`src/rtl/far_pointer_loader_pkg.sv`:
```
// Shared definitions for the far-pointer loader and the segment register file:
// segment register encoding and memory bus byte-lane enables.
package far_pointer_loader_pkg;

  typedef enum logic [1:0] {
    ES = 2'd0,
    CS = 2'd1,
    SS = 2'd2,
    DS = 2'd3
  } SR_t;

  localparam logic [1:0] BYTESEL_WORD = 2'b11;
  localparam logic [1:0] BYTESEL_LO   = 2'b01;
  localparam logic [1:0] BYTESEL_HI   = 2'b10;

endpackage

```
`src/rtl/far_pointer_loader.sv`:
```
// LDS/LES-style far-pointer load sequencer: reads offset and segment words over the
// data bus, returns the offset and writes the segment register. FAR_POINTER_UNALIGNED_EN
// enables servicing odd addresses with three byte/word accesses instead of an error.
module far_pointer_loader
  import far_pointer_loader_pkg::*;
#(
  parameter int ADDR_WIDTH = 20
) (
  input  logic                  clk,
  input  logic                  reset,
  input  logic                  start,
  input  logic [1:0]            seg_sel,
  input  logic [ADDR_WIDTH-1:0] addr,
  output logic                  busy,
  output logic                  done,
  output logic                  error,
  output logic [15:0]           offset_val,
  output logic                  m_access,
  input  logic                  m_ack,
  output logic [ADDR_WIDTH-2:0] m_addr,
  output logic [1:0]            m_bytesel,
  input  logic [15:0]           m_data_in,
  output logic                  seg_wr_en,
  output logic [1:0]            seg_wr_sel,
  output logic [15:0]           seg_wr_val
);

`ifdef FAR_POINTER_UNALIGNED_EN
  typedef enum logic [2:0] {IDLE, RD_OFF, RD_SEG, WRITE, RD_B0, RD_MID, RD_B3} state_t;
`else
  typedef enum logic [1:0] {IDLE, RD_OFF, RD_SEG, WRITE} state_t;
`endif

  localparam logic [ADDR_WIDTH-2:0] WORD_ONE = 1;

  state_t                state, state_n;
  SR_t                   lat_sel, lat_sel_n;
  logic                  busy_n, done_n, error_n, m_access_n, seg_wr_en_n;
  logic [15:0]           offset_n, seg_wr_val_n;
  logic [ADDR_WIDTH-2:0] m_addr_n;
  logic [1:0]            m_bytesel_n, seg_wr_sel_n;
`ifdef FAR_POINTER_UNALIGNED_EN
  logic [7:0]            seg_lo, seg_lo_n;
`endif

  always_ff @(posedge clk or posedge reset) begin
    if (reset) begin
      state      <= IDLE;
      lat_sel    <= ES;
      busy       <= 1'b0;
      done       <= 1'b0;
      error      <= 1'b0;
      offset_val <= '0;
      m_access   <= 1'b0;
      m_addr     <= '0;
      m_bytesel  <= '0;
      seg_wr_en  <= 1'b0;
      seg_wr_sel <= '0;
      seg_wr_val <= '0;
`ifdef FAR_POINTER_UNALIGNED_EN
      seg_lo     <= '0;
`endif
    end else begin
      state      <= state_n;
      lat_sel    <= lat_sel_n;
      busy       <= busy_n;
      done       <= done_n;
      error      <= error_n;
      offset_val <= offset_n;
      m_access   <= m_access_n;
      m_addr     <= m_addr_n;
      m_bytesel  <= m_bytesel_n;
      seg_wr_en  <= seg_wr_en_n;
      seg_wr_sel <= seg_wr_sel_n;
      seg_wr_val <= seg_wr_val_n;
`ifdef FAR_POINTER_UNALIGNED_EN
      seg_lo     <= seg_lo_n;
`endif
    end
  end

  // Next-state logic produces next-cycle output values so every output is registered;
  // m_addr doubles as the latched word address and is stepped in place.
  always_comb begin
    state_n      = state;
    lat_sel_n    = lat_sel;
    busy_n       = busy;
    done_n       = 1'b0;
    error_n      = 1'b0;
    offset_n     = offset_val;
    m_access_n   = m_access;
    m_addr_n     = m_addr;
    m_bytesel_n  = m_bytesel;
    seg_wr_en_n  = 1'b0;
    seg_wr_sel_n = seg_wr_sel;
    seg_wr_val_n = seg_wr_val;
`ifdef FAR_POINTER_UNALIGNED_EN
    seg_lo_n     = seg_lo;
`endif
    case (state)
      IDLE: begin
        if (start) begin
          lat_sel_n = SR_t'(seg_sel);
          busy_n    = 1'b1;
          m_addr_n  = addr[ADDR_WIDTH-1:1];
          if (!addr[0]) begin
            state_n     = RD_OFF;
            m_access_n  = 1'b1;
            m_bytesel_n = BYTESEL_WORD;
          end else begin
`ifdef FAR_POINTER_UNALIGNED_EN
            state_n     = RD_B0;
            m_access_n  = 1'b1;
            m_bytesel_n = BYTESEL_HI;
`else
            state_n = WRITE;
            done_n  = 1'b1;
            error_n = 1'b1;
`endif
          end
        end
      end
      RD_OFF: begin
        if (m_ack) begin
          offset_n = m_data_in;
          m_addr_n = m_addr + WORD_ONE;
          state_n  = RD_SEG;
        end
      end
      RD_SEG: begin
        if (m_ack) begin
          state_n      = WRITE;
          m_access_n   = 1'b0;
          seg_wr_en_n  = 1'b1;
          seg_wr_sel_n = lat_sel;
          seg_wr_val_n = m_data_in;
          done_n       = 1'b1;
        end
      end
      WRITE: begin
        state_n = IDLE;
        busy_n  = 1'b0;
      end
`ifdef FAR_POINTER_UNALIGNED_EN
      // Odd pointer: hi byte of the first word, full middle word, lo byte of the last word.
      RD_B0: begin
        if (m_ack) begin
          offset_n    = {offset_val[15:8], m_data_in[15:8]};
          m_addr_n    = m_addr + WORD_ONE;
          m_bytesel_n = BYTESEL_WORD;
          state_n     = RD_MID;
        end
      end
      RD_MID: begin
        if (m_ack) begin
          offset_n    = {m_data_in[7:0], offset_val[7:0]};
          seg_lo_n    = m_data_in[15:8];
          m_addr_n    = m_addr + WORD_ONE;
          m_bytesel_n = BYTESEL_LO;
          state_n     = RD_B3;
        end
      end
      RD_B3: begin
        if (m_ack) begin
          state_n      = WRITE;
          m_access_n   = 1'b0;
          seg_wr_en_n  = 1'b1;
          seg_wr_sel_n = lat_sel;
          seg_wr_val_n = {m_data_in[7:0], seg_lo};
          done_n       = 1'b1;
        end
      end
`endif
      default: state_n = IDLE;
    endcase
  end

endmodule

```
`config.mk`:
```
export PLATFORM = sky130hd
export DESIGN_NAME = far_pointer_loader
export DESIGN_NICKNAME = d
export VERILOG_FILES = /design/src/rtl/far_pointer_loader_pkg.sv /design/src/rtl/far_pointer_loader.sv
export SDC_FILE = /design/constraint.sdc
export NUM_CORES = 1
export LEC_CHECK = 0
export ABC_AREA = 1
export ABC_CLOCK_PERIOD_IN_PS = 2000
export BUFFER_PORTS_ARGS = -buffer_cell sky130_fd_sc_hd__buf_2
export CAP_MARGIN = 15
export CORE_MARGIN = 2
export CORE_UTILIZATION = 46
export DETAILED_ROUTE_END_ITERATION = 12
export PLACE_DENSITY = 0.86
export SYNTH_ARGS = -nofsm -noshare
export SYNTH_HDL_FRONTEND = slang
export SYNTH_SLANG_ARGS = --single-unit
export TNS_END_PERCENT = 100
```
`constraint.sdc`:
```
create_clock -name clk -period 2 [get_ports clk]
set_clock_uncertainty 0.05 [all_clocks]
set_input_delay 0.4 -clock clk [delete_from_list [all_inputs] [get_ports clk]]
set_output_delay 0.4 -clock clk [all_outputs]
set_load 0.1 [all_outputs]
```
-- Yosys cells after proc, flatten, opt, wreduce, memory -nomap -nowiden
Cells that the tools add are included.
W data, S select, Z words.
- reduce and logical (&&, ||, !) cells: 12
- mux-type cells: 20
- add/subtract/negate cells: 1
- eq/ne operators: 7
- bitwise gates (word level): 1
- operator list (kind ; number):
    $mux W19 ; 2
    $pmux W19 S2 ; 1
    $add A19 B1 Y19 const B ; 1
    $mux W1 ; 9
    $reduce_and A3 Y1 ; 3
    $mux W2 ; 4
    $ne A2 B2 Y1 const B ; 4
    $pmux W2 S4 ; 1
    $reduce_and A2 Y1 ; 4
    $pmux W1 S2 ; 3
    $reduce_bool A2 Y1 ; 3
    $eq A2 B2 Y1 const B ; 2
    $reduce_and A4 Y1 ; 1
    $eq A2 B1 Y1 const B ; 1
    $logic_not A2 Y1 ; 1
    $not A1 Y1 ; 1
- output and inout bits: 60
- register bits after elaboration: 63
- input bits: 42

-- Longest topological paths before layout
Gate-level depths: netlist (run 1).
- depth after elaboration: 3
- depth in mapped cells: 10

-- Worst setup path before layout (run 1)
OpenSTA, ideal clock, no wires.
- path kind: reg-to-reg
- from: register m_addr[0]
- to: register m_addr[8]
- path slack: -133 ps
- arrival time: 1963 ps
- stages on the path, launching flop included: 9
- period minus slack after synthesis: 2133 ps
- required time: 1829 ps
- cell sequence: dfrtp_1 > ha_1 > nand2_1 > nor2_2 > nand2_1 > o21ai_0 > nand2_1 > o21ai_1 > inv_1
- cells in the longest elaborated chain, start to end: 3
- ends and longest elaborated chain (element ; RTL line ; RTL):
    from (decl) ; far_pointer_loader.sv:20 ; output logic [ADDR_WIDTH-2:0] m_addr,
    from (signal assigned) ; far_pointer_loader.sv:71 ; m_addr <= m_addr_n;
    $add A19 B1 Y19 ; far_pointer_loader.sv:126 ; m_addr_n = m_addr + WORD_ONE;
    $mux W19 ; far_pointer_loader.sv:124 ; if (m_ack) begin
    $pmux W19 S2 ; far_pointer_loader.sv:100 ; case (state)
No other way between the ends. The select of a mux whose other input is x is not followed.
A chain may end at the register's enable or synchronous reset.

-- Worst setup path after layout (run 1)
- from: register state[1]
- to: register m_addr[4]
- cells in the longest elaborated chain, start to end: 3
- ends and longest elaborated chain (element ; RTL line ; RTL):
    from (decl) ; far_pointer_loader.sv:36 ; state_t state, state_n;
    from (signal assigned) ; far_pointer_loader.sv:64 ; state <= state_n;
    $eq A2 B1 Y1 / $logic_not A2 Y1 (equally long branches) ; far_pointer_loader.sv:100 ;
    $ne A2 B2 Y1 (no line) / $reduce_bool A2 Y1 (equally long branches) ; - ;
    $reduce_and A3 Y1 (no line) ; - ;
Several ways; a longest one is shown, not always the timed one.

==> flow_metrics.env, run 1 <==
export IMPL_grt_pass1_wl_um=12600
export IMPL_globalplace_congestion=0.867
export IMPL_wl_met3_um=578
export IMPL_cp_endpoint="m_addr[4]$_DFFE_PP0P_"
export IMPL_period_share_pct=89.5
export IMPL_critPathBufInv=3
export IMPL_die_w_um=86.3
export IMPL_postCtsSetupBuffers=0
export IMPL_crit_fanout=11
export IMPL_synth_async_sr_flop_share_pct=100
export IMPL_critPathKind="reg -> reg"
export IMPL_status="finished, final reports clean"
export IMPL_cts_hold_buffers=0
export IMPL_cpMaxStageDelayCell="dfrtp_1"
export IMPL_fmax_mhz=559
export IMPL_clkTransAtPathRegs_ns=0.07
export IMPL_cts_sinks=63
export IMPL_rrSetupSlack_ns=0.21
export IMPL_maxCapViolations=0
export IMPL_viasPerCell=4.97
export IMPL_synth_top_area_share_pct=50.6
export IMPL_startpoint_type="flop"
export IMPL_grt_pass1_vias=2810
export IMPL_root_buffer="clkbuf_8"
export IMPL_layout_cells_non_filler=585
export IMPL_cts_htree_levels=3
export IMPL_synthTopCellsByArea="dfrtp_1 (51%), nand2_1 (14%), o21ai_0 (8.0%), inv_1 (5.7%), nor2_1 (4.5%)"
export IMPL_seq_area_frac_synth_pct=50.6
export IMPL_ios=102
export IMPL_postSynthCellCount=401
export IMPL_synth_edf_count=0
export IMPL_drt_initial_drc_count=165
export IMPL_crit_family="buffers and inverters"
export IMPL_synth_avg_cell_area_um2=7.77
export IMPL_hpwlAfterDp_um=5380
export IMPL_drive_gt1_share_pct=26.6
export IMPL_syn_num_nets=448
export IMPL_relSlewSlack_pct=67.0
export IMPL_fill_cells=561
export IMPL_fin_util_pct=60.6
export IMPL_hold_path_class="in -> async"
export IMPL_drt_total_wl_um=7550
export IMPL_routedLengthMet1_um=3340
export IMPL_routed_top_layer="met4"
export IMPL_critPathRequiredTime_ns=2.23
export IMPL_grt_setup_unrepaired="no"
export IMPL_initial_utilization_pct=48.2
export IMPL_antenna_found_initial=0
export IMPL_netlist_area_um2=3110
export IMPL_critPathLaunch="state[1]$_DFFE_PP0P_"
export IMPL_route_met2_wl_um=3570
export IMPL_port_buffers=101
export IMPL_fp_dieH_um=86.3
export IMPL_ys_flop_type="dfrtp_1"
export IMPL_cp_data_arrival_time_ns=2.02
export IMPL_ys_seq_elements=63
export IMPL_worst_hold_slack_ns=0.0381
export IMPL_area_growth_pct=25.8
export IMPL_clock_latency_ns=0.33
export IMPL_synth_distinct_cells=28
export IMPL_via_count=2907
export IMPL_cts_tree="yes"
export IMPL_rr_endpoint="m_addr[4]$_DFFE_PP0P_"
export IMPL_slew_viol_final=0
export IMPL_drt_wirelength_per_cell_um=12.9
export IMPL_setup_violations=0
export IMPL_insertedDiodeCount=0
export IMPL_drc=0
export IMPL_core_area_um2=6460
export IMPL_grt_usage_pct=21.2
export IMPL_cp_num_cells=9
export IMPL_ys_warnings_count=0
export IMPL_cts_inserted_buffers=9
export IMPL_cpPeakStageDelay_ns=0.38
export IMPL_rows=29
export IMPL_worst_setup_path_end_kind="flop"
export IMPL_grt_max_degree=45
export IMPL_postRouteAntennaNets=0
export IMPL_crit_chain="inv_1 -> ha_2 -> inv_2 -> nand2_1 -> a21oi_4 -> buf_4 -> o21ai_1 -> o21ai_1 -> and2_1"
export IMPL_finalSetupTns_ns=0
export IMPL_synth_top_cell_by_area="dfrtp_1"
export IMPL_period_needed_ns=1.79
export IMPL_nets=550
export IMPL_fp_dieArea_um2=7440
export IMPL_r2r_cells=9
export IMPL_crit_top_cell="o21ai_1"
export IMPL_placed_cells=569
export IMPL_hold_viol_final=0
export IMPL_grt_overflow=0
export IMPL_worstReg2RegStart="state[1]$_DFFE_PP0P_"
export IMPL_cts_buffer_depth=2
export IMPL_dr_pass1_iters=4
export IMPL_cts_resized=0
export IMPL_tightest_slew_ns=0.499
final cells by class:
type | instances | area (um^2) | share of cell area (%)
sequential | 63 | 1580 | 40.3
multi-input combinational | 274 | 1280 | 32.7
timing repair buffer | 106 | 559 | 14.3
inverter | 49 | 190 | 4.86
clock buffer | 10 | 128 | 3.26
tap | 77 | 96.3 | 2.46
clock inverter | 6 | 85.1 | 2.17
cell usage after synthesis, types with 3 or more instances:
| cell type | number |
|---|---|
| nand2_1 | 118 |
| o21ai_0 | 50 |
| o21bai_1 | 3 |
| clkbuf_1 | 7 |
| o21ai_1 | 8 |
| nor2_2 | 4 |
| dfrtp_1 | 63 |
| a21oi_1 | 10 |
| inv_1 | 47 |
| ha_1 | 5 |
| nand3b_1 | 5 |
| nor2_1 | 37 |
| buf_4 | 3 |
| nand3_1 | 20 |
worst min path at each step:
stage | to | slack [ns]
6_report | m_addr[10]$_DFFE_PP0P_ | 0.04
5_1_grt | m_addr[12]$_DFFE_PP0P_ | 0.06
4_1_cts | m_addr[12]$_DFFE_PP0P_ | 0.04
3_5_place_dp | m_addr[18]$_DFFE_PP0P_ | 0.41
3_3_place_gp | m_addr[18]$_DFFE_PP0P_ | 0.40
2_1_floorplan | lat_sel[0]$_DFFE_PP0P_ | 0.45
registers in the layout, summed over array words and instances (netlist names):
name        count
m_addr         19
seg_wr_sel      2
error           1
m_bytesel       1
seg_wr_en       1
state           2
done            1
m_access        1
offset_val     16
lat_sel         2
seg_wr_val     16
busy            1
routing by layer:
layer / up-vias / GRT usage (%)
met3: 6 / 7.05
met1: 1318 / 26.6
met4: 0 / 6.25
met5: - / 0
met2: 114 / 35.2
li1: 1469 / -
layout by cell type, fill, tap and decap left out, drive strengths merged, types with 3 or more instances in the layout:
cell type  instances
nand2            119
buf              106
dfrtp             63
o21ai             58
inv               48
nor2              41
nand3             20
a21oi             11
clkbuf            10
nand3b             5
ha                 5
o21bai             3
clkinvlp           3
through the flow:
step	instance area (um^2)	setup WS, ns
6_report	3920	0.211
5_1_grt	3920	0.0579
4_1_cts	3910	0.132
3_5_place_dp	3690	0.152
3_3_place_gp	3690	0.255
2_1_floorplan	3120	0.00686
kinds of logic (layout without fill, tap and decap cells):
kind of cell	count (synthesis)	in the layout	share of synthesized area (%)
compound gates	75	75	12.8
xor+xnor	2	2	0.563
fa+ha+maj	5	5	2.01
flops	63	63	50.6
buf+inv	64	171	8.40
simple gates	192	192	25.6
Power of run 1 is not shown: default switching activity piles up to over one toggle a cycle in this logic, so the estimate is an artifact.
==> run 2: changes to the inputs <==
==> constraint.sdc (replaced) <==
create_clock -name clk -period 2 [get_ports clk]
set_clock_uncertainty 0.05 [all_clocks]
set_input_delay 0.3 -clock clk [delete_from_list [all_inputs] [get_ports clk]]
set_output_delay 0.3 -clock clk [all_outputs]
set_load 0.1 [all_outputs]
==> flow_metrics.env, run 2 (synthesis results as in run 1) <==
export IMPL_critPathKind="reg -> reg"
export IMPL_postRouteAntennaNets=0
export IMPL_hpwlAfterDp_um=5370
export IMPL_die_w_um=86.3
export IMPL_grt_pass1_wl_um=12600
export IMPL_drt_wirelength_per_cell_um=12.8
export IMPL_grt_pass1_vias=2864
export IMPL_final_cell_area_um2=3960
export IMPL_clock_latency_ns=0.35
export IMPL_crit_fanout=11
export IMPL_cts_htree_levels=3
export IMPL_final_cell_mix="nand2_1 (118), buf_2 (101), dfrtp_1 (61)"
export IMPL_dr_pass1_iters=7
export IMPL_worst_setup_path_end_kind="flop"
export IMPL_top_register="m_addr"
export IMPL_insertedDiodeCount=0
export IMPL_relSlewSlack_pct=58.3
export IMPL_grt_max_degree=38
export IMPL_period_share_pct=90.7
export IMPL_slew_viol_final=0
export IMPL_grt_usage_pct=21.2
export IMPL_whs_path_depth=3
export IMPL_grt_overflow=0
export IMPL_rrSetupSlack_ns=0.19
export IMPL_startpoint_type="flop"
export IMPL_fp_dieH_um=86.3
export IMPL_fmax_mhz=551
export IMPL_drt_total_wl_um=7490
export IMPL_largest_reg_flops=19
export IMPL_maxCapViolations=0
export IMPL_whs_endpoint="lat_sel[1]$_DFFE_PP0P_"
export IMPL_cts_buffer_depth=2
export IMPL_fp_dieArea_um2=7440
export IMPL_critPathRequiredTime_ns=2.25
export IMPL_cts_tree="yes"
export IMPL_rr_endpoint="m_addr[4]$_DFFE_PP0P_"
export IMPL_tightest_slew_ns=0.624
export IMPL_cts_sinks=63
export IMPL_root_buffer="clkbuf_8"
export IMPL_hp_start="seg_sel[1]"
export IMPL_globalplace_congestion=0.830
export IMPL_dpl_instance_area_um2=3690
export IMPL_via_count=2958
export IMPL_grt_setup_unrepaired="no"
export IMPL_reg_largest_list="m_addr (19), offset_val (16), seg_wr_val (16)"
export IMPL_hold_viol_final=0
export IMPL_drt_initial_drc_count=157
export IMPL_clkTransAtPathRegs_ns=0.08
export IMPL_worstReg2RegStart="state[1]$_DFFE_PP0P_"
export IMPL_viasPerCell=5.05
export IMPL_r2r_cells=9
export IMPL_cp_data_arrival_time_ns=2.06
export IMPL_hold_path_class="in -> reg"
export IMPL_final_common_cell="nand2_1"
export IMPL_port_buffers=101
export IMPL_antenna_found_initial=0
export IMPL_area_growth_pct=27.0
export IMPL_cts_inserted_buffers=9
export IMPL_core_area_um2=6460
export IMPL_rows=29
export IMPL_status="finished, final reports clean"
export IMPL_setup_violations=0
export IMPL_period_needed_ns=1.81
export IMPL_fin_util_pct=61.3
export IMPL_nets=551
export IMPL_drc=0
export IMPL_fill_cells=571
export IMPL_initial_utilization_pct=48.2
export IMPL_drive_gt1_share_pct=26.5
export IMPL_ios=102
-- run 2: worst max-delay path, stage by stage (launching register included) --
cell and delay, ns:
dfrtp_1 0.38, inv_1 0.08, ha_1 0.26, inv_2 0.16
nand2_1 0.11, a21oi_4 0.17, buf_4 0.21, o21ai_1 0.11
o21ai_1 0.12, and2_1 0.12
-- run 2: layout make-up --
cell class,count,area (um^2),share of cell area (%)
Timing Repair Buffer,107,566,14.3
Clock inverter,6,115,2.91
Inverter,49,186,4.71
Tap cell,77,96.3,2.44
Sequential cell,63,1580,39.9
Clock buffer,10,138,3.48
Multi-Input combinational cell,274,1280,32.3
-- run 2: stage by stage --
stage	hold WS, ns	TNS (ns)	setup WS [ns]	instances
6_report	0.107	0	0.186	586
5_1_grt	0.0969	0	0.0359	586
4_1_cts	0.0925	0	0.147	586
3_5_place_dp	0.374	0	0.165	569
3_3_place_gp	0.375	0	0.249	569
2_1_floorplan	0.371	-0.118	-0.0591	401
-- run 2: repair_timing --
item	in CTS	in global routing
hold buffers	1	0
resized for setup	0	2
setup buffers	0	0
endpoints found under the setup margin	0	3
endpoints found under the hold margin	17	0
-- run 2: worst max path at each step --
stage,from,end,slack (ns)
CTS,state[0]$_DFFE_PP0P_,m_addr[5]$_DFFE_PP0P_,0.15
global route,state[1]$_DFFE_PP0P_,m_addr[4]$_DFFE_PP0P_,0.04
finish,state[1]$_DFFE_PP0P_,m_addr[4]$_DFFE_PP0P_,0.19
detailed placement,state[0]$_DFFE_PP0P_,m_addr[5]$_DFFE_PP0P_,0.17
floorplan,reset,m_addr[0]$_DFFE_PP0P_,-0.06
global placement,state[0]$_DFFE_PP0P_,m_addr[8]$_DFFE_PP0P_,0.25
-- run 2: metal layers --
metal | track usage, % | vias up | wire, um
li1 | - | 1468 | -
met3 | 6.38 | 11 | 677
met1 | 27.2 | 1349 | 3200
met2 | 33.3 | 130 | 3500
met4 | 9.52 | 0 | 110
met5 | 0 | - | 0
Power of run 2 is left out for the same reason.
==> run 3: changes to the inputs <==
--- a/config.mk
+++ b/config.mk
@@ -12,6 +12,7 @@
 export CORE_MARGIN = 2
 export CORE_UTILIZATION = 46
 export DETAILED_ROUTE_END_ITERATION = 12
+export GPL_ROUTABILITY_DRIVEN = 0
 export PLACE_DENSITY = 0.86
 export SYNTH_ARGS = -nofsm -noshare
 export SYNTH_HDL_FRONTEND = slang
==> constraint.sdc (replaced) <==
create_clock -name clk -period 2 [get_ports clk]
set_clock_uncertainty 0.05 [all_clocks]
set_input_delay 0.1 -clock clk [delete_from_list [all_inputs] [get_ports clk]]
set_output_delay 0.1 -clock clk [all_outputs]
set_load 0.1 [all_outputs]
==> flow_metrics.env, run 3 (synthesis results as in run 1) <==
export IMPL_period_share_pct=90.6
export IMPL_crit_family="buffers and inverters"
export IMPL_insertedDiodeCount=0
export IMPL_die_w_um=86.3
export IMPL_hpwlAfterDp_um=5290
export IMPL_period_needed_ns=1.81
export IMPL_top_usage_layer="met2"
export IMPL_finalSetupTns_ns=0
export IMPL_via_count=3069
export IMPL_fill_cells=529
export IMPL_antenna_found_initial=0
export IMPL_cts_tree="yes"
export IMPL_hold_path_class="in -> reg"
export IMPL_drt_total_wl_um=8010
export IMPL_clkTransAtPathRegs_ns=0.07
export IMPL_use_met2_pct=36.8
export IMPL_rows=29
export IMPL_fp_dieH_um=86.3
export IMPL_fp_dieArea_um2=7440
export IMPL_postRouteAntennaNets=0
export IMPL_area_growth_pct=32.6
export IMPL_dpl_instance_area_um2=3690
export IMPL_cp_num_cells=9
export IMPL_dr_pass1_iters=5
export IMPL_cpMaxStageDelayCell="dfrtp_1"
export IMPL_ios=102
export IMPL_cp_data_arrival_time_ns=2.03
export IMPL_cts_inserted_buffers=9
export IMPL_final_cell_area_um2=4130
export IMPL_pre_cts_slack_ns=0.179
export IMPL_fmax_mhz=552
export IMPL_slew_viol_final=0
export IMPL_grt_max_degree=40
export IMPL_layout_setup_ws_ns=0.188
export IMPL_largest_reg_flops=19
export IMPL_reg_largest_list="m_addr (19), offset_val (16), seg_wr_val (16)"
export IMPL_cts_sinks=63
export IMPL_hold_viol_final=0
export IMPL_grt_overflow=0
export IMPL_grt_usage_pct=22.5
export IMPL_drt_wirelength_per_cell_um=13.2
export IMPL_drt_initial_drc_count=201
export IMPL_postCtsSetupBuffers=0
export IMPL_whs_path_depth=3
export IMPL_setup_violations=0
export IMPL_final_common_cell="nand2_1"
export IMPL_critPathBufInv=3
export IMPL_use_met1_pct=27.4
export IMPL_top_register="m_addr"
export IMPL_maxCapViolations=0
export IMPL_cts_htree_levels=3
export IMPL_nets=571
export IMPL_port_buffers=101
export IMPL_grt_pass1_vias=2978
export IMPL_crit_top_cell="o21ai_1"
export IMPL_grt_setup_unrepaired="no"
export IMPL_tightest_slew_ns=0.580
export IMPL_core_area_um2=6460
export IMPL_critPathKind="reg -> reg"
export IMPL_grt_pass1_wl_um=13300
export IMPL_status="finished, final reports clean"
export IMPL_worst_setup_path_end_kind="flop"
export IMPL_cpPeakStageDelay_ns=0.37
export IMPL_startpoint_type="flop"
export IMPL_crit_chain="inv_1 -> ha_1 -> inv_2 -> nand2_1 -> a21oi_4 -> buf_4 -> o21ai_1 -> o21ai_1 -> and2_1"
export IMPL_r2r_cells=9
export IMPL_crit_fanout=11
export IMPL_drive_gt1_share_pct=25.3
export IMPL_final_cell_mix="nand2_1 (118), buf_2 (101), dfrtp_1 (61)"
export IMPL_root_buffer="clkbuf_8"
export IMPL_viasPerCell=5.06
export IMPL_clock_latency_ns=0.34
export IMPL_critPathRequiredTime_ns=2.22
export IMPL_cts_buffer_depth=2
export IMPL_drc=0
export IMPL_initial_utilization_pct=48.2
export IMPL_gr_usage_met3_pct=6.48
export IMPL_relSlewSlack_pct=61.3
[run 3: cell count changes in the layout (fill, tap and decap cells not counted), sizes merged]
cell and change:
clkinv +1, dlygate4sd3 +20, clkbuf +1, inv -1
bufinv -1
[run 3: repair_timing]
| action | CTS | global route |
|---|---|---|
| setup endpoints to repair | 0 | 3 |
| hold endpoints to repair | 56 | 0 |
| hold buffers | 21 | 0 |
| gates resized for setup | 0 | 3 |
[run 3: stage by stage]
| step | hold slack (ns) | util [%] | cells |
|---|---|---|---|
| after floorplan | 0.171 | - | 401 |
| after global placement | 0.145 | 57.1 | 569 |
| after detailed placement | 0.154 | 57.1 | 569 |
| after CTS | 0.00743 | 63.9 | 606 |
| after global routing | 0.0298 | 63.9 | 606 |
| final | 0.0214 | 63.9 | 606 |
[run 3: worst paths after layout]
path / from / to / slack, ns
min in group asynchronous: reset / m_addr[14]$_DFFE_PP0P_ / 0.32
worst min register to register: m_bytesel[0]$_DFFE_PP0P_ / m_bytesel[0]$_DFFE_PP0P_ / 0.44
worst max-delay path: state[1]$_DFFE_PP0P_ / m_addr[4]$_DFFE_PP0P_ / 0.19
max in group asynchronous: reset / seg_wr_val[12]$_DFFE_PP0P_ / 0.98
worst max register to register: state[1]$_DFFE_PP0P_ / m_addr[4]$_DFFE_PP0P_ / 0.19
worst min-delay path: m_data_in[13] / seg_wr_val[13]$_DFFE_PP0P_ / 0.02
[run 3: worst min-delay path, cell delays in order]
cell,delay (ns)
buf_2,0.10
inv_1,0.07
o21ai_0,0.09
[run 3: final cells by class]
class                      count  area, um^2  area share, %
sequential                    63        1580           38.2
multi-input combinational    274        1280           30.9
timing repair buffer         127         769           18.6
inverter                      49         186           4.51
clock buffer                  11         141           3.42
tap                           77        96.3           2.33
clock inverter                 5        81.3           1.97
[run 3: layer usage]
layer,part of all wire [%],up-vias
met2,49,143
met4,1.6,0
li1,-,1512
met3,8.6,15
met1,41,1399
met5,0,-
Power of run 3 is left out for the same reason.
